File: config.mk
export PLATFORM = sky130hd
export DESIGN_NAME = boot_image_sender_flat
export DESIGN_NICKNAME = d
export VERILOG_FILES = /design/src/rtl/boot_image_sender_if.sv /design/src/rtl/boot_image_sender.sv /design/src/flat_wrapper.sv
export SDC_FILE = /design/constraint.sdc
export NUM_CORES = 1
export LEC_CHECK = 0
export CELL_PAD_IN_SITES_DETAIL_PLACEMENT = 1
export CELL_PAD_IN_SITES_GLOBAL_PLACEMENT = 2
export CORE_MARGIN = 8
export CORE_UTILIZATION = 30
export DETAILED_ROUTE_END_ITERATION = 7
export PLACE_DENSITY_LB_ADDON = 0.1
export SYNTH_ARGS = -nofsm -noshare
export SYNTH_HDL_FRONTEND = slang
export SYNTH_SLANG_ARGS = --single-unit
File: constraint.sdc
create_clock -name clk -period 5.2 [get_ports clk]
set_input_delay 0.52 -clock clk [delete_from_list [all_inputs] [get_ports clk]]
set_output_delay 0.52 -clock clk [all_outputs]
set_load 0.05 [all_outputs]
File: src/rtl/boot_image_sender_if.sv
// Boot-image link bundle: start/length request, image read port and UART line status.
// master = the sender engine, slave = the image memory / host side that drives it.
interface boot_image_sender_if #(
    parameter int ADDR_W = 8
);
    logic              start;
    logic [ADDR_W-1:0] last_adr;
    logic [7:0]        mem_data;
    logic              mem_en;
    logic [ADDR_W-1:0] mem_adr;
    logic              tx;
    logic              busy;
    logic              done;

    modport master (
        input  start, last_adr, mem_data,
        output mem_en, mem_adr, tx, busy, done
    );

    modport slave (
        output start, last_adr, mem_data,
        input  mem_en, mem_adr, tx, busy, done
    );
endinterface

File: src/rtl/boot_image_sender.sv
// Streams image bytes 0..last_adr out of a read port as 8N1 UART frames on tx.
// One read per byte; frames are separated by two extra idle-high cycles (fetch + load).
module boot_image_sender #(
    parameter int CLK_DIV = 87,
    parameter int ADDR_W  = 8
) (
    input  logic                 clk,
    input  logic                 rst,
    input  logic                 ce,
    boot_image_sender_if.master  bus
);
    localparam int                BAUD_W    = (CLK_DIV > 2) ? $clog2(CLK_DIV) : 1;
    localparam logic [BAUD_W-1:0] BAUD_LAST = BAUD_W'(CLK_DIV - 1);
    localparam logic [3:0]        STOP_BIT  = 4'd9;

    typedef enum logic [1:0] {
        IDLE  = 2'd0,
        FETCH = 2'd1,
        LOAD  = 2'd2,
        SEND  = 2'd3
    } state_t;

    state_t            state_q, state_d;
    logic [ADDR_W-1:0] adr_q, adr_d;
    logic [ADDR_W-1:0] end_adr_q, end_adr_d;
    logic [9:0]        shift_q, shift_d;
    logic [BAUD_W-1:0] baud_q, baud_d;
    logic [3:0]        bit_q, bit_d;
    logic              tx_q, tx_d;
    logic              busy_q, busy_d;
    logic              done_q, done_d;

    // Next-state, counters and registered line outputs; ce low holds everything.
    always_comb begin
        state_d   = state_q;
        adr_d     = adr_q;
        end_adr_d = end_adr_q;
        shift_d   = shift_q;
        baud_d    = baud_q;
        bit_d     = bit_q;
        tx_d      = tx_q;
        busy_d    = busy_q;
        done_d    = 1'b0;

        if (ce) begin
            case (state_q)
                IDLE: begin
                    tx_d   = 1'b1;
                    busy_d = 1'b0;
                    if (bus.start) begin
                        end_adr_d = bus.last_adr;
                        adr_d     = '0;
                        busy_d    = 1'b1;
                        state_d   = FETCH;
                    end else begin
                        state_d = IDLE;
                    end
                end
                FETCH: begin
                    state_d = LOAD;
                end
                LOAD: begin
                    // tx goes low together with the frame load so the start bit begins next cycle
                    shift_d = {1'b1, bus.mem_data, 1'b0};
                    baud_d  = '0;
                    bit_d   = 4'd0;
                    tx_d    = 1'b0;
                    state_d = SEND;
                end
                SEND: begin
                    if (baud_q == BAUD_LAST) begin
                        baud_d = '0;
                        if (bit_q == STOP_BIT) begin
                            tx_d = 1'b1;
                            if (adr_q == end_adr_q) begin
                                done_d  = 1'b1;
                                busy_d  = 1'b0;
                                state_d = IDLE;
                            end else begin
                                adr_d   = adr_q + ADDR_W'(1);
                                state_d = FETCH;
                            end
                        end else begin
                            shift_d = {1'b1, shift_q[9:1]};
                            bit_d   = bit_q + 4'd1;
                            tx_d    = shift_q[1];
                        end
                    end else begin
                        baud_d = baud_q + BAUD_W'(1);
                    end
                end
                default: begin
                    state_d = IDLE;
                end
            endcase
        end else begin
            done_d = 1'b0;
        end
    end

    // State and output registers with synchronous reset taking priority over ce.
    always_ff @(posedge clk) begin
        if (rst) begin
            state_q   <= IDLE;
            adr_q     <= '0;
            end_adr_q <= '0;
            shift_q   <= 10'h3FF;
            baud_q    <= '0;
            bit_q     <= 4'd0;
            tx_q      <= 1'b1;
            busy_q    <= 1'b0;
            done_q    <= 1'b0;
        end else begin
            state_q   <= state_d;
            adr_q     <= adr_d;
            end_adr_q <= end_adr_d;
            shift_q   <= shift_d;
            baud_q    <= baud_d;
            bit_q     <= bit_d;
            tx_q      <= tx_d;
            busy_q    <= busy_d;
            done_q    <= done_d;
        end
    end

    assign bus.mem_en  = (state_q == FETCH);
    assign bus.mem_adr = adr_q;
    assign bus.tx      = tx_q;
    assign bus.busy    = busy_q;
    assign bus.done    = done_q;
endmodule

File: src/flat_wrapper.sv
// flat-port wrapper written by rule: the top's interface ports become plain ports
module boot_image_sender_flat 
#(
    parameter int CLK_DIV = 87,
    parameter int ADDR_W  = 8
)
  (clk, rst, ce, bus_start, bus_last_adr, bus_mem_data, bus_mem_en, bus_mem_adr, bus_tx, bus_busy, bus_done);
  boot_image_sender_if #(.ADDR_W(ADDR_W)) bus_i ();
  input  logic clk;
  input  logic rst;
  input  logic ce;
  input wire logic [$bits(bus_i.start)-1:0] bus_start;
  input wire logic [$bits(bus_i.last_adr)-1:0] bus_last_adr;
  input wire logic [$bits(bus_i.mem_data)-1:0] bus_mem_data;
  output wire logic [$bits(bus_i.mem_en)-1:0] bus_mem_en;
  output wire logic [$bits(bus_i.mem_adr)-1:0] bus_mem_adr;
  output wire logic [$bits(bus_i.tx)-1:0] bus_tx;
  output wire logic [$bits(bus_i.busy)-1:0] bus_busy;
  output wire logic [$bits(bus_i.done)-1:0] bus_done;
  assign bus_i.start = bus_start;
  assign bus_i.last_adr = bus_last_adr;
  assign bus_i.mem_data = bus_mem_data;
  assign bus_mem_en = bus_i.mem_en;
  assign bus_mem_adr = bus_i.mem_adr;
  assign bus_tx = bus_i.tx;
  assign bus_busy = bus_i.busy;
  assign bus_done = bus_i.done;
  boot_image_sender #(.CLK_DIV(CLK_DIV), .ADDR_W(ADDR_W)) u_core (.clk(clk), .rst(rst), .ce(ce), .bus(bus_i));
endmodule
After elaboration in Yosys (flattened, before gate mapping)
Cells that the tools add are included.
{"block": "op_classes", "n_addsub": 3, "n_eq_ne": 12, "muxes": 27, "bitwise": 4, "reduce_logical": 12}
{"op": "8-bit two-way mux", "n": 4}
{"op": "10-bit two-way mux", "n": 2}
{"op": "10-bit one-hot mux with 2 select lines", "n": 1}
{"op": "8-bit one-hot mux with 2 select lines", "n": 1}
{"op": "7-bit one-hot mux with 2 select lines", "n": 1}
{"op": "1-bit two-way mux", "n": 9}
{"op": "3-bit AND reduction", "n": 3}
{"op": "8-bit by 1-bit adder with 8-bit output (second input constant)", "n": 1}
{"op": "8-bit equality test", "n": 1}
{"op": "4-bit two-way mux", "n": 2}
{"op": "2-bit one-hot mux with 4 select lines", "n": 1}
{"op": "4-bit one-hot mux with 2 select lines", "n": 1}
{"op": "7-bit by 1-bit adder with 7-bit output (second input constant)", "n": 1}
{"op": "7-bit equality test (second input constant)", "n": 1}
{"op": "7-bit two-way mux", "n": 1}
{"op": "2-bit by 1-bit inequality test with 1-bit output (second input constant)", "n": 3}
{"op": "2-bit inequality test (second input constant)", "n": 3}
{"op": "6-bit AND reduction", "n": 1}
{"op": "5-bit AND reduction", "n": 1}
{"op": "5-bit OR reduction", "n": 1}
{"op": "4-bit by 1-bit adder with 4-bit output (second input constant)", "n": 1}
{"op": "2-bit equality test (second input constant)", "n": 2}
{"op": "4-bit equality test (second input constant)", "n": 1}
{"op": "2-bit two-way mux", "n": 2}
{"op": "9 further kinds", "n": 13}
{"block": "totals", "reg_bits": 42, "wordCells": 67}

Logic depth before layout (Yosys ltp)
Gate-level depths: netlist of the first run.
{"block": "logic_depth", "ltp_word": 5, "depth_mapped": 7, "depth_no_buf": 7}

Least setup slack after synthesis of the first run
No wires, ideal clock.
{"block": "synth_path", "path_type": "register to register", "start": "register u_core.adr_q[2], in the netlist u_core.bus.mem_adr[2]", "end": "register u_core.adr_q[2], in the netlist u_core.bus.mem_adr[2]", "setup_ns": 0.120, "arrival_time_ns": 2.096, "required_time_ns": 5.080, "slack_ns": 2.984, "path_stages_with_launch": 8, "n_path_buf": 2, "synth_period_minus_slack_ns": 2.216, "cell_sequence": "dfxtp_1 -> clkbuf_1 -> xor2_1 -> nor4_1 -> and2_1 -> clkbuf_1 -> nor4b_1 -> a211o_1"}
{"block": "synth_via", "elab_chain_len": 5, "elab_cells_between_ends": 8, "classes_between": "1 x add/sub; 2 x eq/ne; 4 x mux; 1 x reduce/logical"}
{"item": "from (decl)", "line_no": "boot_image_sender.sv:24", "rtl": "logic [ADDR_W-1:0] adr_q, adr_d;"}
{"item": "from (signal assigned)", "line_no": "boot_image_sender.sv:115", "rtl": "adr_q <= adr_d;"}
{"item": "8-bit by 1-bit adder with 8-bit output", "line_no": "boot_image_sender.sv:80", "rtl": "adr_d = adr_q + ADDR_W'(1);"}
{"item": "8-bit two-way mux", "line_no": "boot_image_sender.sv:75", "rtl": "if (adr_q == end_adr_q) begin"}
{"item": "8-bit two-way mux", "line_no": "boot_image_sender.sv:73", "rtl": "if (bit_q == STOP_BIT) begin"}
{"item": "8-bit two-way mux", "line_no": "boot_image_sender.sv:71", "rtl": "if (baud_q == BAUD_LAST) begin"}
{"item": "8-bit one-hot mux with 2 select lines", "line_no": "boot_image_sender.sv:46", "rtl": "case (state_q)"}
Several ways; a longest one is shown, not always the timed one. The select of a mux whose other input is x is not followed.
A chain may end at the register's enable or synchronous reset.

Final worst setup path of the first run
{"block": "layout_path", "start": "register u_core.state_q[0]", "end": "register u_core.bit_q[3]"}
{"block": "layout_via", "elab_chain_len": 3, "elab_cells_between_ends": 7, "classes_between": "4 x eq/ne; 1 x mux; 2 x reduce/logical"}
{"item": "from (decl)", "line_no": "boot_image_sender.sv:23", "rtl": "state_t state_q, state_d;"}
{"item": "from (signal assigned)", "line_no": "boot_image_sender.sv:114", "rtl": "state_q <= state_d;"}
{"item": "2-bit equality test", "line_no": "boot_image_sender.sv:46"}
{"item": "2-bit inequality test (no source line) (tied with other cells)"}
{"item": "4-bit AND reduction (no source line)"}
{"item": "to (signal assigned)", "line_no": "boot_image_sender.sv:119", "rtl": "bit_q <= bit_d;"}
{"item": "to (decl)", "line_no": "boot_image_sender.sv:28", "rtl": "logic [3:0] bit_q, bit_d;"}
Several ways; a longest one is shown, not always the timed one.

==> results of run 1 <==
## cell families after synthesis
family / count (synthesis) / share of synthesized area, %
simple gates: 102 / 25.5
compound gates: 50 / 16.1
flops: 40 / 38.3
buf+inv: 16 / 2.88
xor+xnor: 14 / 5.87
mux: 11 / 5.33
fa+ha+maj: 10 / 5.99
## Yosys cell counts, drive strengths merged, types with 4 or more instances
| library cell | n |
|---|---|
| nand2 | 44 |
| dfxtp | 40 |
| a21oi | 14 |
| nor2 | 13 |
| xor2 | 13 |
| o211ai | 12 |
| ha | 10 |
| mux2i | 10 |
| clkbuf | 9 |
| nand3 | 8 |
| o21ai | 6 |
| inv | 5 |
| nand3b | 5 |
| o311ai | 5 |
| nand4 | 4 |
| or3 | 4 |
## per-stage QoR
stage / cells / util [%]
floorplan: 243 / -
global placement: 343 / 36.4
detailed placement: 343 / 36.4
CTS: 350 / 37.8
global route: 350 / 37.8
finish: 350 / 37.8
## layer usage
layer  share of wire (%)  GRT usage, %  routed length [um]  vias up
met3                 4.0          3.14                 212        5
met5                   0             0                   0        -
met1                  46          12.5                2420      855
met2                  50          19.7                2640       21
met4                0.86          2.79                  46        0
li1                    -             -                   -      927
## power by group through the flow
stage / sequential, mW / combinational (mW) / clock (mW)
2_1_floorplan: 0.333 / 0.0566 / 0
5_1_grt: 0.325 / 0.104 / 0.247
6_report: 0.324 / 0.0925 / 0.221
3_3_place_gp: 0.331 / 0.0942 / 0
3_5_place_dp: 0.331 / 0.0941 / 0
4_1_cts: 0.324 / 0.0947 / 0.238
## final cells by class
class	instances	area share, %
clock buffers	7	3.77
inverters	5	0.735
multi-input cells	187	48.1
flip-flops and latches	40	31.4
well taps	80	3.92
repair buffers	31	12.2
## flip-flops by register name, indices dropped and copies added, names as in the netlist
signal / flops
u_core.state_q: 2
u_core.end_adr_q: 8
u_core.shift_q: 8
u_core.bus.tx: 1
u_core.bus.mem_adr: 8
u_core.bus.done: 1
u_core.bus.busy: 1
u_core.bit_q: 4
u_core.baud_q: 7
## worst min path at each step
stage	cells after the start	slack (ps)	endpoint	startpoint
CTS	2	480	u_core.end_adr_q[1]	u_core.end_adr_q[1]
floorplan	2	440	u_core.shift_q[8]	u_core.shift_q[8]
global route	2	500	u_core.end_adr_q[1]	u_core.end_adr_q[1]
global placement	2	470	u_core.end_adr_q[3]	u_core.end_adr_q[3]
finish	2	480	u_core.shift_q[8]	u_core.shift_q[8]
detailed placement	2	470	u_core.shift_q[8]	u_core.shift_q[8]
## cell usage in the layout (no fill, tap or decap), types with 3 or more instances in the layout
cell / instances
or3_1: 3
nand3b_1: 5
o31ai_1: 3
and3_1: 3
ha_1: 10
o211ai_1: 12
dfxtp_1: 40
nand2_1: 44
nand3_1: 8
o21ai_0: 6
xor2_1: 13
a21oi_1: 14
or4_1: 3
mux2i_1: 10
o311ai_0: 5
nor2_1: 13
inv_1: 5
nand4_1: 4
nand2b_1: 3
nor2b_1: 3
clkdlybuf4s50_1: 31
clkbuf_8: 7
## worst register-to-register path: stages, from the launching register on
cell and delay [ps]:
dfxtp_1 380, ha_1 760, o21ai_0 360, o41ai_1 890
nand4_1 200, xor2_1 170, nor2_1 50
==> flow_summary_export.csv, run 1 <==
group,metric,value,unit
setup_path,startpoint,"u_core.state_q[0]",
synth,synth_nets,273,
place,placed_area,0.00246,mm^2
setup_path,regToRegEndpoint,"u_core.bit_q[3]",
cells_and_area,multiInputGateArea,0.00123,mm^2
power_and_ir_drop,p_comb_share,14.5,%
global_route,grt_pass1_vias,1844,
timing,drv_slew,0,
setup_path,reg2reg_slack,2280,ps
clock_network,ctsResizeCount,0,
synth,ys.flop_type,"dfxtp_1",
power_and_ir_drop,p_sw_share,25.8,%
clock_network,cts-root-buf,"clkbuf_8",
setup_path,worst_ep_arrival_time,3100,ps
drt,post-route-drc-count,0,
synth,yosysUniqueCellTypes,42,
cells_and_area,fin_area,0.00255,mm^2
cells_and_area,fillerInstances,816,
synth,ys_seq_area_share,38.3,%
timing,fin_ws,2280,ps
drt,vias,1808,
clock_network,cts_tree,"yes",
setup_path,cp_max_fo,21,
timing,period_minus_slack,2920,ps
setup_path,cp_cell_sequence,"ha_1, o21ai_0, o41ai_1, nand4_1, xor2_1, nor2_1",
global_route,grt_max_degree,22,
clock_network,clk_pin_slew,70,ps
global_route,grt_usage,11.0,%
drt,drtPass1Iterations,3,
setup_path,cpLargestDelayFamily,"compound AO/OA/AOI/OAI gates",
synth,netlist_area,0.00209,mm^2
global_route,antenna_found_initial,0,
power_and_ir_drop,pwr_density_cell,249,mW/mm^2
setup_path,cp_num_buf_inv,0,
synth,yosys_warnings,0,
clock_network,cts_setup_buffers,0,
floorplanning,ios,32,
timing,relSlewSlack,31.3,%
power_and_ir_drop,power.total,637,uW
setup_path,cp-end-kind,"flop",
global_route,grt_pass1_wl,8930,um
floorplanning,core,0.00676,mm^2
worst_hold_path,hp-class,"flop to flop",
timing,skew,6.86,ps
timing,timing.fmax,0.343,GHz
synth,synth_largest_area_cell,"dfxtp_1",
floorplanning,row_count,30,
place,place_ws,2090,ps
floorplanning,dieWidth,99.4,um
setup_path,crit_path_end,"u_core.bit_q[3]",
synth,syn_avg_cell_area,8.59,um^2
timing,setup-tns-final,0,ps
cells_and_area,regArea,801,um^2
power_and_ir_drop,power_frac_clock,34.7,%
cells_and_area,final_nets,300,
drt,vias_per_cell,5.17,
timing,hold_viol_final,0,
global_route,grt_overflow,0,
setup_path,crit_cells,6,
setup_path,crit_required,5380,ps
setup_path,crit_type,"flop to flop",
power_and_ir_drop,p_int,473,uW
setup_path,r2r_cells,6,
setup_path,crit_path_top_delay_cell,"o41ai_1",
clock_network,cts.sinks,40,
drt,drt_iter0_markers,18,
floorplanning,die_area,0.00989,mm^2
place,place.gp.congestion,0.715,
floorplanning,start_util,30.9,%
synth,ys_seq_elements,40,
setup_path,start_kind,"flop",
timing,rsz0062_at_grt,"no",
setup_path,max_stage_delay,890,ps
run_status,status,"complete, no violations",
clock_network,holdBufCountCts,0,
drt,antenna_left,0,
timing,timing.hold.ws,477,ps
drt,totalWireLength,5330,um
synth,synth_top_cell_area_share,38.3,%
setup_path,r2r-start,"u_core.state_q[0]",
synth,synthTopCellsByArea,"dfxtp_1 (38%), nand2_1 (7.9%), ha_1 (6.0%)",
place,dp_hpwl,4010,um
drt,wl_per_cell,15.2,um
clock_network,clk_latency,290,ps
synth,synthCells,243,
timing,fin_crit_sh,56.1,%
cells_and_area,drive_gt1_share,4.07,%
synth,async_flop_share,0,%
run,max_cap_violations,0,
clock_network,max-clock-path-buffers,2,
power_and_ir_drop,ir_worst_vdd,0.000117,V
place,io_buffers,31,
cells_and_area,diodes,0,
cells_and_area,syn_to_final_growth,22.3,%
power_and_ir_drop,power_frac_seq,50.8,%
power_and_ir_drop,p_leak,1.01,nW
floorplanning,dieHeight,99.4,um
clock_network,cts_buffers,5,
timing,worst_pin_slew,1020,ps
clock_network,htree_num_levels,2,
power_and_ir_drop,p_switching,164,uW
synth,synth-edff-count,0,
timing,setup_viol,0,
Note: power is estimated with default switching activity, not from simulation.
==> run 2: changes to the inputs <==
==> constraint.sdc (replaced) <==
create_clock -name clk -period 2.9 [get_ports clk]
set_input_delay 0.29 -clock clk [delete_from_list [all_inputs] [get_ports clk]]
set_output_delay 0.29 -clock clk [all_outputs]
set_load 0.05 [all_outputs]
==> flow_summary_export.csv, run 2 (synthesized netlist as in run 1, its figures left out) <==
group,metric,value,unit
clock_network,cts_buffers,5,
global_route,grt_overflow,0,
cells_and_area,final_cell_mix,"nand2_1 (44), dfxtp_1 (40), clkdlybuf4s50_1 (31)",
power_and_ir_drop,power_frac_clock,33.8,%
setup_path,cp_max_fo,6,
timing,timing.fmax,0.440,GHz
drt,vias_per_cell,5.17,
setup_path,crit_required,3120,ps
setup_path,cp_num_buf_inv,1,
clock_network,cts_setup_buffers,0,
power_and_ir_drop,p_sw_share,27.0,%
setup_path,r2r_cells,7,
setup_path,start_kind,"flop",
drt,totalWireLength,5400,um
power_and_ir_drop,p_int,829,uW
timing,relSlewSlack,60.1,%
setup_path,cpLargestDelayFamily,"simple AND/OR/NAND/NOR gates",
timing,setup-tns-final,0,ps
floorplanning,dieWidth,99.4,um
cells_and_area,final_nets,305,
timing,fin_ws,627,ps
setup_path,reg2reg_slack,630,ps
floorplanning,start_util,30.9,%
run_status,status,"complete, no violations",
drt,post-route-drc-count,0,
place,io_buffers,31,
setup_path,regToRegEndpoint,"u_core.bus.mem_adr[5]",
power_and_ir_drop,p_switching,306,uW
cells_and_area,diodes,0,
floorplanning,dieHeight,99.4,um
timing,skew,8.71,ps
run,max_cap_violations,0,
drt,vias,1840,
drt,wl_per_cell,15.2,um
cells_and_area,fillerInstances,812,
setup_path,cp-end-kind,"flop",
clock_network,holdBufCountCts,0,
global_route,grt_usage,11.6,%
setup_path,crit_cells,7,
clock_network,cts-root-buf,"clkbuf_8",
timing,drv_slew,0,
place,place.gp.congestion,0.729,
clock_network,clk_pin_slew,80,ps
drt,drtPass1Iterations,4,
floorplanning,row_count,30,
clock_network,htree_num_levels,2,
setup_path,crit_type,"flop to flop",
clock_network,cts.sinks,40,
global_route,grt_pass1_vias,1926,
floorplanning,core,0.00676,mm^2
power_and_ir_drop,ir_worst_vdd,0.000176,V
setup_path,max_stage_delay,480,ps
clock_network,ctsResizeCount,0,
worst_hold_path,hp-start,"u_core.end_adr_q[1]",
place,place_ws,595,ps
floorplanning,die_area,0.00989,mm^2
cells_and_area,syn_to_final_growth,23.9,%
timing,hold_viol_final,0,
power_and_ir_drop,p_comb_share,15.1,%
power_and_ir_drop,p_leak,1.04,nW
clock_network,max-clock-path-buffers,2,
timing,setup_viol,0,
power_and_ir_drop,pwr_density_cell,439,mW/mm^2
cells_and_area,drive_gt1_share,6.16,%
timing,rsz0062_at_grt,"no",
clock_network,cts_tree,"yes",
worst_hold_path,holdPathStages,2,
drt,antenna_left,0,
power_and_ir_drop,power_frac_seq,51.1,%
cells_and_area,final_common_cell,"nand2_1",
timing,fin_crit_sh,78.4,%
place,dp_hpwl,4050,um
timing,worst_pin_slew,599,ps
global_route,grt_pass1_wl,9420,um
worst_hold_path,holdPathEnd,"u_core.end_adr_q[1]",
global_route,antenna_found_initial,0,
clock_network,clk_latency,290,ps
drt,drt_iter0_markers,37,
global_route,grt_max_degree,21,
setup_path,crit_path_top_delay_cell,"or4_1",
worst_hold_path,hp-class,"flop to flop",
setup_path,cp_cell_sequence,"inv_1, ha_1, nand2b_1, or3_4, or3b_4, or4_1, o211ai_1",
floorplanning,ios,32,
timing,period_minus_slack,2270,ps
setup_path,r2r-start,"u_core.baud_q[0]",
setup_path,worst_ep_arrival_time,2490,ps
==> run 2: changes by cell type in the layout (fill, tap and decap cells not counted) <==
cell / before / now
buf_4: 0 / 5
clkinv_2: 0 / 2
clkbuf_8: 7 / 6
==> run 2: worst max path at each step <==
stage	start	to	slack, ps
floorplan	u_core.bus.mem_adr[2]	u_core.bus.mem_adr[2]	680
global placement	bus_start	u_core.bus.mem_adr[5]	660
detailed placement	bus_start	u_core.bus.mem_adr[5]	590
CTS	u_core.baud_q[1]	u_core.bus.mem_adr[5]	610
global route	u_core.baud_q[0]	u_core.bus.mem_adr[5]	430
finish	u_core.baud_q[0]	u_core.bus.mem_adr[5]	630
==> run 2: tightest hold or removal path: stages (launching register included) <==
cell and delay (ps):
dfxtp_1 320, nand2_1 50, a21oi_1 50
==> run 2: routing by layer <==
metal | track usage, % | vias up | part of all wire (%)
li1 | - | 936 | -
met1 | 13.6 | 877 | 47
met2 | 20.5 | 22 | 49
met3 | 2.79 | 5 | 3.3
met4 | 3.61 | 0 | 0.89
met5 | 0 | - | 0
==> run 2: area by class of cell <==
| cell class | count | area (um^2) | share of cell area (%) |
|---|---|---|---|
| Multi-Input combinational cell | 187 | 1230 | 47.4 |
| Clock inverter | 2 | 10.0 | 0.387 |
| Inverter | 5 | 18.8 | 0.725 |
| Clock buffer | 6 | 82.6 | 3.19 |
| Tap cell | 80 | 100 | 3.87 |
| Sequential cell | 40 | 801 | 30.9 |
| Timing Repair Buffer | 36 | 348 | 13.4 |
==> run 2: through the flow <==
stage	power [mW]	hold WS, ps	util (%)	instances	cell area [um^2]
floorplan	0.699	426	-	243	2090
global placement	0.767	460	36.9	348	2490
detailed placement	0.767	463	36.9	348	2490
CTS	1.16	473	38.3	356	2590
global route	1.20	502	38.3	356	2590
finish	1.13	469	38.3	356	2590
==> run 2: power groups by stage <==
| stage | Clock (mW) | Sequential, mW | Combinational, mW |
|---|---|---|---|
| floorplan | 0 | 0.598 | 0.102 |
| global placement | 0 | 0.593 | 0.174 |
| detailed placement | 0 | 0.593 | 0.174 |
| CTS | 0.408 | 0.580 | 0.175 |
| global route | 0.428 | 0.583 | 0.194 |
| finish | 0.384 | 0.580 | 0.171 |
==> run 3: changes to the inputs <==
--- a/config.mk
+++ b/config.mk
@@ -8,7 +8,7 @@
 export CELL_PAD_IN_SITES_DETAIL_PLACEMENT = 1
 export CELL_PAD_IN_SITES_GLOBAL_PLACEMENT = 2
 export CORE_MARGIN = 8
-export CORE_UTILIZATION = 30
+export CORE_UTILIZATION = 29
 export DETAILED_ROUTE_END_ITERATION = 7
 export PLACE_DENSITY_LB_ADDON = 0.1
 export SYNTH_ARGS = -nofsm -noshare
==> constraint.sdc (replaced) <==
create_clock -name clk -period 2 [get_ports clk]
set_input_delay 0.2 -clock clk [delete_from_list [all_inputs] [get_ports clk]]
set_output_delay 0.2 -clock clk [all_outputs]
set_load 0.05 [all_outputs]
==> flow_summary_export.csv, run 3 (synthesized netlist as in run 1, its figures left out) <==
group,metric,value,unit
run_status,status,"complete, but fails checks",
run_status,violations,"negative setup slack",
place,placed_area,0.00280,mm^2
drt,totalWireLength,5910,um
worst_hold_path,hp-class,"input port to flop",
place,place.gp.congestion,0.787,
timing,skew,9.24,ps
run,max_cap_violations,0,
floorplanning,ios,32,
global_route,grt_overflow,0,
cells_and_area,drive_gt1_share,21.3,%
global_route,grt_max_degree,20,
clock_network,clk_pin_slew,80,ps
setup_path,start_kind,"flop",
timing,setup-tns-final,-61.1,ps
place,dp_hpwl,4600,um
floorplanning,die_area,0.0102,mm^2
cells_and_area,fillerInstances,860,
clock_network,cts_buffers,5,
timing,timing.fmax,0.490,GHz
drt,wl_per_cell,14.5,um
setup_path,worst_ep_arrival_time,2260,ps
cells_and_area,fin_area,0.00292,mm^2
timing,fin_crit_sh,102,%
clock_network,max-clock-path-buffers,2,
setup_path,crit_required,2220,ps
drt,drt_iter0_markers,36,
clock_network,cts_tree,"yes",
clock_network,holdBufCountCts,0,
timing,relSlewSlack,65.5,%
drt,antenna_left,0,
timing,hold_viol_final,0,
timing,rsz0062_at_grt,"yes",
clock_network,htree_num_levels,2,
timing,period_minus_slack,2040,ps
cells_and_area,final_cell_mix,"nand2_1 (44), buf_4 (39), clkdlybuf4s50_1 (30)",
setup_path,crit_type,"flop to flop",
setup_path,cp-end-kind,"flop",
clock_network,cts-root-buf,"clkbuf_8",
timing,worst_pin_slew,516,ps
cells_and_area,syn_to_final_growth,40.0,%
floorplanning,row_count,31,
cells_and_area,post-route-util,41.2,%
place,io_buffers,31,
setup_path,cp_num_buf_inv,1,
drt,vias,1957,
setup_path,max_stage_delay,410,ps
global_route,grt_pass1_wl,9960,um
clock_network,cts.sinks,40,
global_route,antenna_found_initial,0,
power_and_ir_drop,ir_worst_vdd,0.000292,V
power_and_ir_drop,p_leak,1.23,nW
clock_network,clk_latency,290,ps
timing,drv_slew,0,
cells_and_area,diodes,0,
drt,post-route-drc-count,0,
drt,drtPass1Iterations,4,
floorplanning,core,0.00710,mm^2
power_and_ir_drop,power.total,1.81,mW
floorplanning,dieWidth,101,um
setup_path,crit_path_top_delay_cell,"or3b_4",
drt,vias_per_cell,4.78,
timing,fin_ws,-42.0,ps
timing,setup_viol,2,
global_route,grt_usage,12.4,%
cells_and_area,final_common_cell,"nand2_1",
setup_path,cpLargestDelayFamily,"simple AND/OR/NAND/NOR gates",
global_route,grt_pass1_vias,2098,
setup_path,cp_max_fo,5,
floorplanning,start_util,29.4,%
setup_path,cp_cell_sequence,"inv_2, ha_1, nand2b_1, or3_4, or3b_4, or4_1, o211ai_1",
floorplanning,dieHeight,101,um
cells_and_area,final_nets,339,
power_and_ir_drop,pwr_density_cell,618,mW/mm^2
## run 3: power by group
| group | total (mW) | switching, mW | internal [mW] |
|---|---|---|---|
| Sequential | 0.837 | 0.0164 | 0.821 |
| Combinational | 0.307 | 0.162 | 0.145 |
| Clock | 0.662 | 0.292 | 0.371 |
## run 3: tightest hold or removal path: cells and delay by family
family | cells | cell delay, ps
AND/OR/NAND/NOR | 1 | 50
AO/OA/AOI/OAI | 1 | 50
buffers and inverters | 1 | 390
## run 3: timing repair
action | in CTS | in global routing
resized for setup | 0 | 3
pin swaps | 4 | 0
buffers inserted | 1 | 1
endpoints found under the setup margin | 3 | 6
## run 3: final timing paths
kind | depth (start not counted) | slack, ps | endpoint | startpoint
max | 7 | -40 | u_core.bus.mem_adr[5] | u_core.baud_q[0]
min | 3 | 450 | u_core.end_adr_q[5] | bus_last_adr[5]
max reg2reg | 7 | -40 | u_core.bus.mem_adr[5] | u_core.baud_q[0]
min reg2reg | 2 | 470 | u_core.end_adr_q[4] | u_core.end_adr_q[4]
## run 3: layer usage
layer | GRT usage [%] | vias to the layer above | part of all wire, %
met1 | 13.8 | 927 | 43
met4 | 3.49 | 0 | 0.93
met3 | 2.49 | 5 | 3.2
li1 | - | 1004 | -
met2 | 22.9 | 21 | 53
met5 | 0 | - | 0
## run 3: through the flow
step | setup slack [ps] | instances | hold slack (ps)
after detailed placement | -113 | 399 | 471
final | -42.0 | 409 | 454
after CTS | -48.4 | 408 | 445
after global routing | -168 | 409 | 469
after global placement | -72.1 | 399 | 465
after floorplan | -15.1 | 243 | 336
## run 3: cell type report
class	instances	area, um^2	area share, %
Inverter	5	18.8	0.642
Sequential cell	40	817	27.9
Timing Repair Buffer	70	613	21.0
Clock inverter	2	35.0	1.20
Tap cell	99	124	4.24
Clock buffer	6	72.6	2.48
Multi-Input combinational cell	187	1240	42.5
